==> config.mk <==
export PLATFORM = sky130hd
export DESIGN_NAME = reset_sequencer_flat
export DESIGN_NICKNAME = d
export VERILOG_FILES = /design/src/rtl/reset_sequencer_if.sv /design/src/rtl/reset_sequencer.sv /design/src/flat_wrapper.sv
export SDC_FILE = /design/constraint.sdc
export NUM_CORES = 1
export LEC_CHECK = 0
export CORE_AREA = 4 4 48 50
export DETAILED_ROUTE_END_ITERATION = 12
export DIE_AREA = 0 0 52 54
export GPL_TIMING_DRIVEN = 1
export PLACE_DENSITY = 0.74
export SETUP_SLACK_MARGIN = 0.3
export SYNTH_ARGS = -nofsm -noshare
export SYNTH_HDL_FRONTEND = slang
export SYNTH_SLANG_ARGS = --single-unit
==> constraint.sdc <==
create_clock -name clk -period 2.5 [get_ports clk]
set_clock_uncertainty 0.2 [all_clocks]
set_input_delay 0.375 -clock clk [delete_from_list [all_inputs] [get_ports clk]]
set_output_delay 0.375 -clock clk [all_outputs]
set_load 0.01 [all_outputs]
==> src/rtl/reset_sequencer_if.sv <==
`default_nettype none
// ============================================================================
//  Module      : reset_sequencer_if
//  Description : Request / status bundle between a reset sequencer and the
//                block that requests sequences and watches the domain resets.
//  Revision    : 1.0  initial release
// ============================================================================
interface reset_sequencer_if #(
    parameter int NRST = 4
);
    logic            req;
    logic [NRST-1:0] assert_out;
    logic            busy;
    logic            done;

    // Requester side: raises req, observes domain resets and status.
    modport master (
        output req,
        input  assert_out,
        input  busy,
        input  done
    );

    // Sequencer side: samples req, drives domain resets and status.
    modport slave (
        input  req,
        output assert_out,
        output busy,
        output done
    );
endinterface
`default_nettype wire

==> src/rtl/reset_sequencer.sv <==
`default_nettype none
// ============================================================================
//  Module      : reset_sequencer
//  Description : Asserts NRST reset domains together, holds them HOLD cycles,
//                then releases them one at a time GAP cycles apart. Runs on
//                leaving its own reset and on every req; req mid-sequence
//                restarts. Reports busy and pulses done on completion.
//                Optional macro RESET_SEQ_REVERSE_EN: release from the highest
//                index domain down to domain 0 instead of from domain 0 up.
//  Revision    : 1.0  initial release
// ============================================================================
module reset_sequencer #(
    parameter int NRST = 4,     // 1..16
    parameter int HOLD = 16,    // 1..255
    parameter int GAP  = 4      // 1..255
) (
    input  logic               clk,
    input  logic               rst_n,
    reset_sequencer_if.slave   bus
);

    localparam int                c_iw        = $clog2(NRST) + 1;
    localparam logic [1:0]        c_idle      = 2'd0;
    localparam logic [1:0]        c_hold      = 2'd1;
    localparam logic [1:0]        c_release   = 2'd2;
    localparam logic [7:0]        c_hold_init = 8'(HOLD - 1);
    localparam logic [7:0]        c_gap_init  = 8'(GAP - 1);
    localparam logic [c_iw-1:0]   c_last      = c_iw'(NRST - 1);
    localparam logic [NRST-1:0]   c_all_ones  = {NRST{1'b1}};

    logic [1:0]       r_state;
    logic [7:0]       r_cnt;
    logic [c_iw-1:0]  r_idx;
    logic [NRST-1:0]  r_assert;
    logic             r_busy;
    logic             r_done;

    logic [1:0]       w_state_nxt;
    logic [7:0]       w_cnt_nxt;
    logic [c_iw-1:0]  w_idx_nxt;
    logic [NRST-1:0]  w_assert_nxt;
    logic             w_busy_nxt;
    logic             w_done_nxt;

    logic             w_active;
    logic             w_release;
    logic             w_finish;
    logic [c_iw-1:0]  w_order;

    // A release happens whenever the counter expires in HOLD or RELEASE and
    // no restart is pending. idx is 0 throughout HOLD, so the same "idx is
    // the last domain" test covers both the NRST=1 case and the final release.
    assign w_active  = (r_state == c_hold) || (r_state == c_release);
    assign w_release = w_active && !bus.req && (r_cnt == 8'd0);
    assign w_finish  = w_release && (r_idx == c_last);

`ifdef RESET_SEQ_REVERSE_EN
    assign w_order = c_last - r_idx;
`else
    assign w_order = r_idx;
`endif

    // State register plus registered outputs, reset into the power-on sequence.
    always_ff @(posedge clk) begin
        if (!rst_n) begin
            r_state  <= c_hold;
            r_cnt    <= c_hold_init;
            r_idx    <= '0;
            r_assert <= c_all_ones;
            r_busy   <= 1'b1;
            r_done   <= 1'b0;
        end else begin
            r_state  <= w_state_nxt;
            r_cnt    <= w_cnt_nxt;
            r_idx    <= w_idx_nxt;
            r_assert <= w_assert_nxt;
            r_busy   <= w_busy_nxt;
            r_done   <= w_done_nxt;
        end
    end

    // Next state, counter and domain index; req restarts from any state.
    always_comb begin
        w_state_nxt = r_state;
        w_cnt_nxt   = r_cnt;
        w_idx_nxt   = r_idx;
        if (bus.req) begin
            w_state_nxt = c_hold;
            w_cnt_nxt   = c_hold_init;
            w_idx_nxt   = '0;
        end else begin
            case (r_state)
                c_idle: begin
                    w_state_nxt = c_idle;
                end
                c_hold, c_release: begin
                    if (r_cnt != 8'd0) begin
                        w_cnt_nxt = r_cnt - 8'd1;
                    end else if (w_finish) begin
                        w_state_nxt = c_idle;
                        w_idx_nxt   = '0;
                    end else begin
                        w_state_nxt = c_release;
                        w_idx_nxt   = r_idx + c_iw'(1);
                        w_cnt_nxt   = c_gap_init;
                    end
                end
                default: begin
                    w_state_nxt = c_idle;
                    w_cnt_nxt   = 8'd0;
                    w_idx_nxt   = '0;
                end
            endcase
        end
    end

    // Next values of the registered outputs; done is a single-cycle pulse.
    always_comb begin
        w_assert_nxt = r_assert;
        w_busy_nxt   = r_busy;
        w_done_nxt   = 1'b0;
        if (bus.req) begin
            w_assert_nxt = c_all_ones;
            w_busy_nxt   = 1'b1;
        end else if (!w_active) begin
            w_assert_nxt = '0;
            w_busy_nxt   = 1'b0;
        end else if (w_release) begin
            for (int i = 0; i < NRST; i++) begin
                if (c_iw'(i) == w_order) begin
                    w_assert_nxt[i] = 1'b0;
                end
            end
            if (w_finish) begin
                w_busy_nxt = 1'b0;
                w_done_nxt = 1'b1;
            end
        end
    end

    assign bus.assert_out = r_assert;
    assign bus.busy       = r_busy;
    assign bus.done       = r_done;

endmodule
`default_nettype wire

==> src/flat_wrapper.sv <==
// flat-port wrapper written by rule: the top's interface ports become plain ports
module reset_sequencer_flat 
#(
    parameter int NRST = 4,             
    parameter int HOLD = 16,             
    parameter int GAP  = 4               
)
  (clk, rst_n, bus_req, bus_assert_out, bus_busy, bus_done);
  reset_sequencer_if #(.NRST(NRST)) bus_i ();
  input  logic clk;
  input  logic rst_n;
  input wire logic [$bits(bus_i.req)-1:0] bus_req;
  output wire logic [$bits(bus_i.assert_out)-1:0] bus_assert_out;
  output wire logic [$bits(bus_i.busy)-1:0] bus_busy;
  output wire logic [$bits(bus_i.done)-1:0] bus_done;
  assign bus_i.req = bus_req;
  assign bus_assert_out = bus_i.assert_out;
  assign bus_busy = bus_i.busy;
  assign bus_done = bus_i.done;
  reset_sequencer #(.NRST(NRST), .HOLD(HOLD), .GAP(GAP)) u_core (.clk(clk), .rst_n(rst_n), .bus(bus_i));
endmodule
Yosys cells after proc, flatten, opt, wreduce, memory -nomap -nowiden
Cells that the tools add are included.
- reductions and logical operators: 20
- equality and inequality tests: 14
- add/subtract/negate cells: 2
- multiplexer cells: 19
- bitwise operators: 5
- operators by type and width (cell ; number):
    $mux W8 ; 2
    $pmux W8 S2 ; 1
    $ne A2 B2 Y1 const B ; 7
    $reduce_and A2 Y1 ; 7
    $mux W1 ; 10
    $logic_not A8 Y1 ; 1
    $mux W4 ; 2
    $reduce_bool A8 Y1 ; 1
    $sub A8 B1 Y8 const B ; 1
    $eq A2 B3 Y1 const A ; 2
    $mux W3 ; 2
    $pmux W3 S2 ; 1
    $not A1 Y1 ; 5
    $reduce_or A2 Y1 ; 2
    $reduce_or A4 Y1 ; 1
    $add A3 B1 Y3 const B ; 1
    $eq A1 B3 Y1 const A ; 1
    $eq A3 B2 Y1 const B ; 1
    $logic_and A1 B1 Y1 ; 3
    $logic_not A3 Y1 ; 1
    $ne A3 B3 Y1 const B ; 1
    $reduce_or A3 Y1 ; 1
    $eq A2 B1 Y1 const B ; 1
    $eq A2 B2 Y1 const B ; 1
    other kinds (4) ; 4
- word-level logic and storage cells: 70
- flip-flop bits (word level): 19
- input port bits: 3

Longest topological paths before layout
- word-level depth: 8
- gate-level depth with buffers: 6
- mapped depth without buffers: 6

Least setup slack after synthesis
Ideal clock, no wire load.
- kind: flip-flop to flip-flop
- start: register u_core.r_state[0]
- end: register u_core.r_cnt[6]
- required time: 2.174 ns
- data arrival time: 1.497 ns
- library setup time: 0.126 ns
- period minus slack after synthesis: 1.823 ns
- path slack: 0.677 ns
- stages on the path, launching flop included: 7
- cells stage by stage: dfxtp_1 inv_1 ha_1 nor4bb_1 nand3_1 or3b_2 a21oi_1
- longest elaborated chain between the ends: 7
- ends and longest elaborated chain (item ; RTL line ; RTL):
    start: declaration ; reset_sequencer.sv:31 ; logic [1:0] r_state;
    start signal: assignment ; reset_sequencer.sv:66 ; r_state <= c_hold;
    start signal: assignment ; reset_sequencer.sv:73 ; r_state <= w_state_nxt;
    $eq A2 B1 Y1 or $eq A2 B2 Y1 (tied branches) ; reset_sequencer.sv:53, reset_sequencer.sv:92 ;
    $logic_or A1 B1 Y1 ; reset_sequencer.sv:53 ; assign w_active = (r_state == c_hold) || (r_state == c_release);
    $logic_and A1 B1 Y1 (2 in series) ; reset_sequencer.sv:54 ; assign w_release = w_active && !bus.req && (r_cnt == 8'd0);
    $logic_and A1 B1 Y1 ; reset_sequencer.sv:55 ; assign w_finish = w_release && (r_idx == c_last);
    $ne A3 B3 Y1 (no source line) ; -- ;
    $reduce_and A2 Y1 (no source line) ; -- ;
    end signal: assignment ; reset_sequencer.sv:67 ; r_cnt <= c_hold_init;
    end signal: assignment ; reset_sequencer.sv:74 ; r_cnt <= w_cnt_nxt;
    end: declaration ; reset_sequencer.sv:32 ; logic [7:0] r_cnt;
Parallel ways exist; a longest one is shown, timed or not.
A chain may end at the register's enable or synchronous reset.

Worst setup path after layout
- start: register u_core.r_state[0]
- end: register u_core.r_cnt[4]
The elaborated chain is that of the path after synthesis.

==> flow_metrics.py <==
metrics = {
    "status": {
        "status": "finished clean",
    },
    "synthesis": {
        "syn-instance-count": 110,
        "synth_area_per_cell_um2": 9.05,
        "yosysWarnings": 0,
        "synth_edf_count": 0,
        "ys_seq_elements": 19,
        "ys_seq_area_frac": 0.382,
        "synth.distinct_cells": 39,
        "synth_nets": 119,
        "synthFlopType": "dfxtp_1",
        "synthArstFlopShare": 0,
        "netlist_area_um2": 996,
    },
    "clock_network": {
        "cts_max_level": 1,
        "cts_root_buffer": "clkbuf_4",
        "cts_tree": "built",
        "cts_resized": 0,
        "clkLatencyLatePin_ns": 0.31,
        "numCtsBuffers": 3,
        "clk_pin_slew_ns": 0.10,
        "cts-hold-fix-buffers": 0,
        "clock_sinks": 19,
        "clockBufferDepth": 2,
        "cts_setup_buffers": 0,
    },
    "global_routing": {
        "antenna_found_initial": 0,
        "grt_max_degree": 14,
        "grt_pass1_wl_mm": 3.65,
        "grt_use_total": 0.175,
        "grt_pass1_vias": 812,
        "grt.overflow.total": 0,
    },
    "cells_and_area": {
        "mostFrequentLayoutCell": "dfxtp_1",
        "diodes": 0,
        "drive_gt1_frac": 0.134,
        "fin_cells": 146,
        "final_cell_area_um2": 1120,
        "mostFrequentLayoutCells": "dfxtp_1, inv_1, nand2_1, clkdlybuf4s50_1, o21ai_0",
        "final_util": 0.588,
        "syn2layout_area_growth_pct": 12.3,
        "final_nets": 129,
    },
    "placement": {
        "dp_cells": 142,
        "dp_hpwl_mm": 1.42,
        "portBuffers": 8,
        "dpl-instance-area_um2": 1090,
        "place_ws_ns": 0.323,
        "gp_congestion": 0.851,
    },
    "sta": {
        "post-route-period-util": 0.799,
        "setup_viol": 0,
        "fin_setup_tns_ns": 0,
        "drv_slew": 0,
        "worst_pin_slew_ns": 0.520,
        "rsz0062_at_grt": "false",
        "slew-limit-headroom": 0.651,
        "period_needed_ns": 2.00,
        "fmax_mhz": 501,
        "finalHoldViolations": 0,
        "timing.final.ws_setup_ns": 0.503,
    },
    "setup_path": {
        "slowest_stage": "nor4bb_1",
        "crit_path_cell_trace": "inv_1 > ha_1 > nor4bb_1 > nand3_1 > or3b_2 > a21oi_1",
        "crit_path_end_kind": "register",
        "cp-start-kind": "register",
        "crit_fanout": 5,
        "critical_path_class": "reg -> reg",
        "required_ns": 2.50,
        "worst_path_largest_cell_delay_ns": 0.47,
        "crit_arrival_ns": 1.99,
    },
    "floorplan": {
        "die_area_um2": 2810,
        "row_count": 16,
        "die-height_um": 54,
        "core_um2": 1900,
        "io_pins": 9,
        "die_w_um": 52,
        "initial_core_util": 0.524,
    },
    "routing": {
        "wl_per_cell_um": 13.5,
        "drtIter0Drc": 16,
        "vias": 827,
        "antenna_left": 0,
        "drc": 0,
        "vias_per_cell": 5.66,
        "finalWirelength_mm": 1.98,
        "dr.pass1.iters": 4,
    },
    "pwr": {
        "p_leak_nw": 0.432,
        "combPwrFrac": 0.036,
        "p_sw_uw": 111,
        "switching_share": 0.229,
        "p_per_area_nw_per_um2": 431,
        "p_int_uw": 372,
        "seqPwrFrac": 0.633,
        "max-vdd-ir-drop_mv": 0.264,
        "pwr-share-clk": 0.330,
    },
    "flow_run": {
        "maxCapViolations": 0,
    },
    "hold_path": {
        "hold_class": "reg -> reg",
    },
}
## kinds of logic after synthesis
logic type,synth area share
adder cells (fa/ha/maj),0.0754
AND/OR/NAND/NOR,0.255
flip-flops,0.382
buffers and inverters,0.0603
AO/OA/AOI/OAI,0.227
## stage by stage
| step | hold WS [ns] | power, mW |
|---|---|---|
| 6_report | 0.261 | 0.482 |
| 5_1_grt | 0.298 | 0.500 |
| 3_3_place_gp | 0.238 | 0.330 |
| 4_1_cts | 0.266 | 0.483 |
| 3_5_place_dp | 0.241 | 0.330 |
| 2_1_floorplan | 0.226 | 0.324 |
## metal layers
metal | vias to the layer above | global-route usage | wire length, µm
met5 | - | 0 | 0
met3 | 4 | 0.0388 | 97
li1 | 423 | - | -
met4 | 0 | 0.0786 | 31
met2 | 14 | 0.276 | 904
met1 | 386 | 0.229 | 943
## cells in the mapped netlist (2+ instances only)
| library cell | count | share of area |
|---|---|---|
| dfxtp_1 | 19 | 0.38 |
| inv_1 | 9 | 0.034 |
| nand2_1 | 8 | 0.030 |
| o21ai_0 | 7 | 0.035 |
| a21oi_1 | 6 | 0.030 |
| ha_1 | 6 | 0.075 |
| a31o_2 | 5 | 0.044 |
| nand3_1 | 5 | 0.025 |
| nor2_1 | 4 | 0.015 |
| a31oi_1 | 3 | 0.019 |
| nor4_1 | 3 | 0.019 |
| or4_1 | 3 | 0.023 |
| a21boi_0 | 2 | 0.015 |
| buf_2 | 2 | 0.010 |
| nor3_1 | 2 | 0.010 |
| o31ai_1 | 2 | 0.015 |
| or3b_2 | 2 | 0.018 |
## worst max-delay path, delay by kind of cell (launching register included)
family | cells | cell delay, ns
adders and majority gates | 1 | 0.30
buffers and inverters | 1 | 0.05
DFF | 1 | 0.34
and+or+nand+nor | 3 | 0.95
AOI/OAI and AO/OA | 1 | 0.05
## power by group through the flow
stage | logic, mW | registers, mW | clock network, mW
CTS | 0.0176 | 0.306 | 0.160
detailed placement | 0.0175 | 0.313 | 0
global route | 0.0205 | 0.306 | 0.173
global placement | 0.0171 | 0.312 | 0
floorplan | 0.0116 | 0.312 | 0
finish | 0.0175 | 0.306 | 0.159
## area by class of cell
class / count / area, µm²
Fill cell: 162 / 783
Tap cell: 27 / 33.8
Clock inverter: 1 / 5.00
Sequential cell: 19 / 380
Clock buffer: 3 / 22.5
Multi-Input combinational cell: 78 / 556
Inverter: 9 / 33.8
Timing Repair Buffer: 9 / 87.6
## worst paths after layout
path / start / to / slack (ns) / cells after the start
setup / recovery: u_core.r_state[0]$_SDFFE_PP1P_ / u_core.r_cnt[4]$_SDFFE_PP0P_ / 0.50 / 6
hold / removal: u_core.r_state[0]$_SDFFE_PP1P_ / u_core.r_state[0]$_SDFFE_PP1P_ / 0.26 / 1
setup reg to reg: u_core.r_state[0]$_SDFFE_PP1P_ / u_core.r_cnt[4]$_SDFFE_PP0P_ / 0.50 / 6
hold reg to reg: u_core.r_state[0]$_SDFFE_PP1P_ / u_core.r_state[0]$_SDFFE_PP1P_ / 0.26 / 1
## registers in the layout, summed over array words and instances, names as in the netlist
| name | count |
|---|---|
| u_core.r_idx | 3 |
| u_core.bus.busy | 1 |
| u_core.bus.done | 1 |
| u_core.r_cnt | 8 |
| u_core.r_state | 2 |
| u_core.bus.assert_out | 4 |
(Power assumes the default switching activity.)
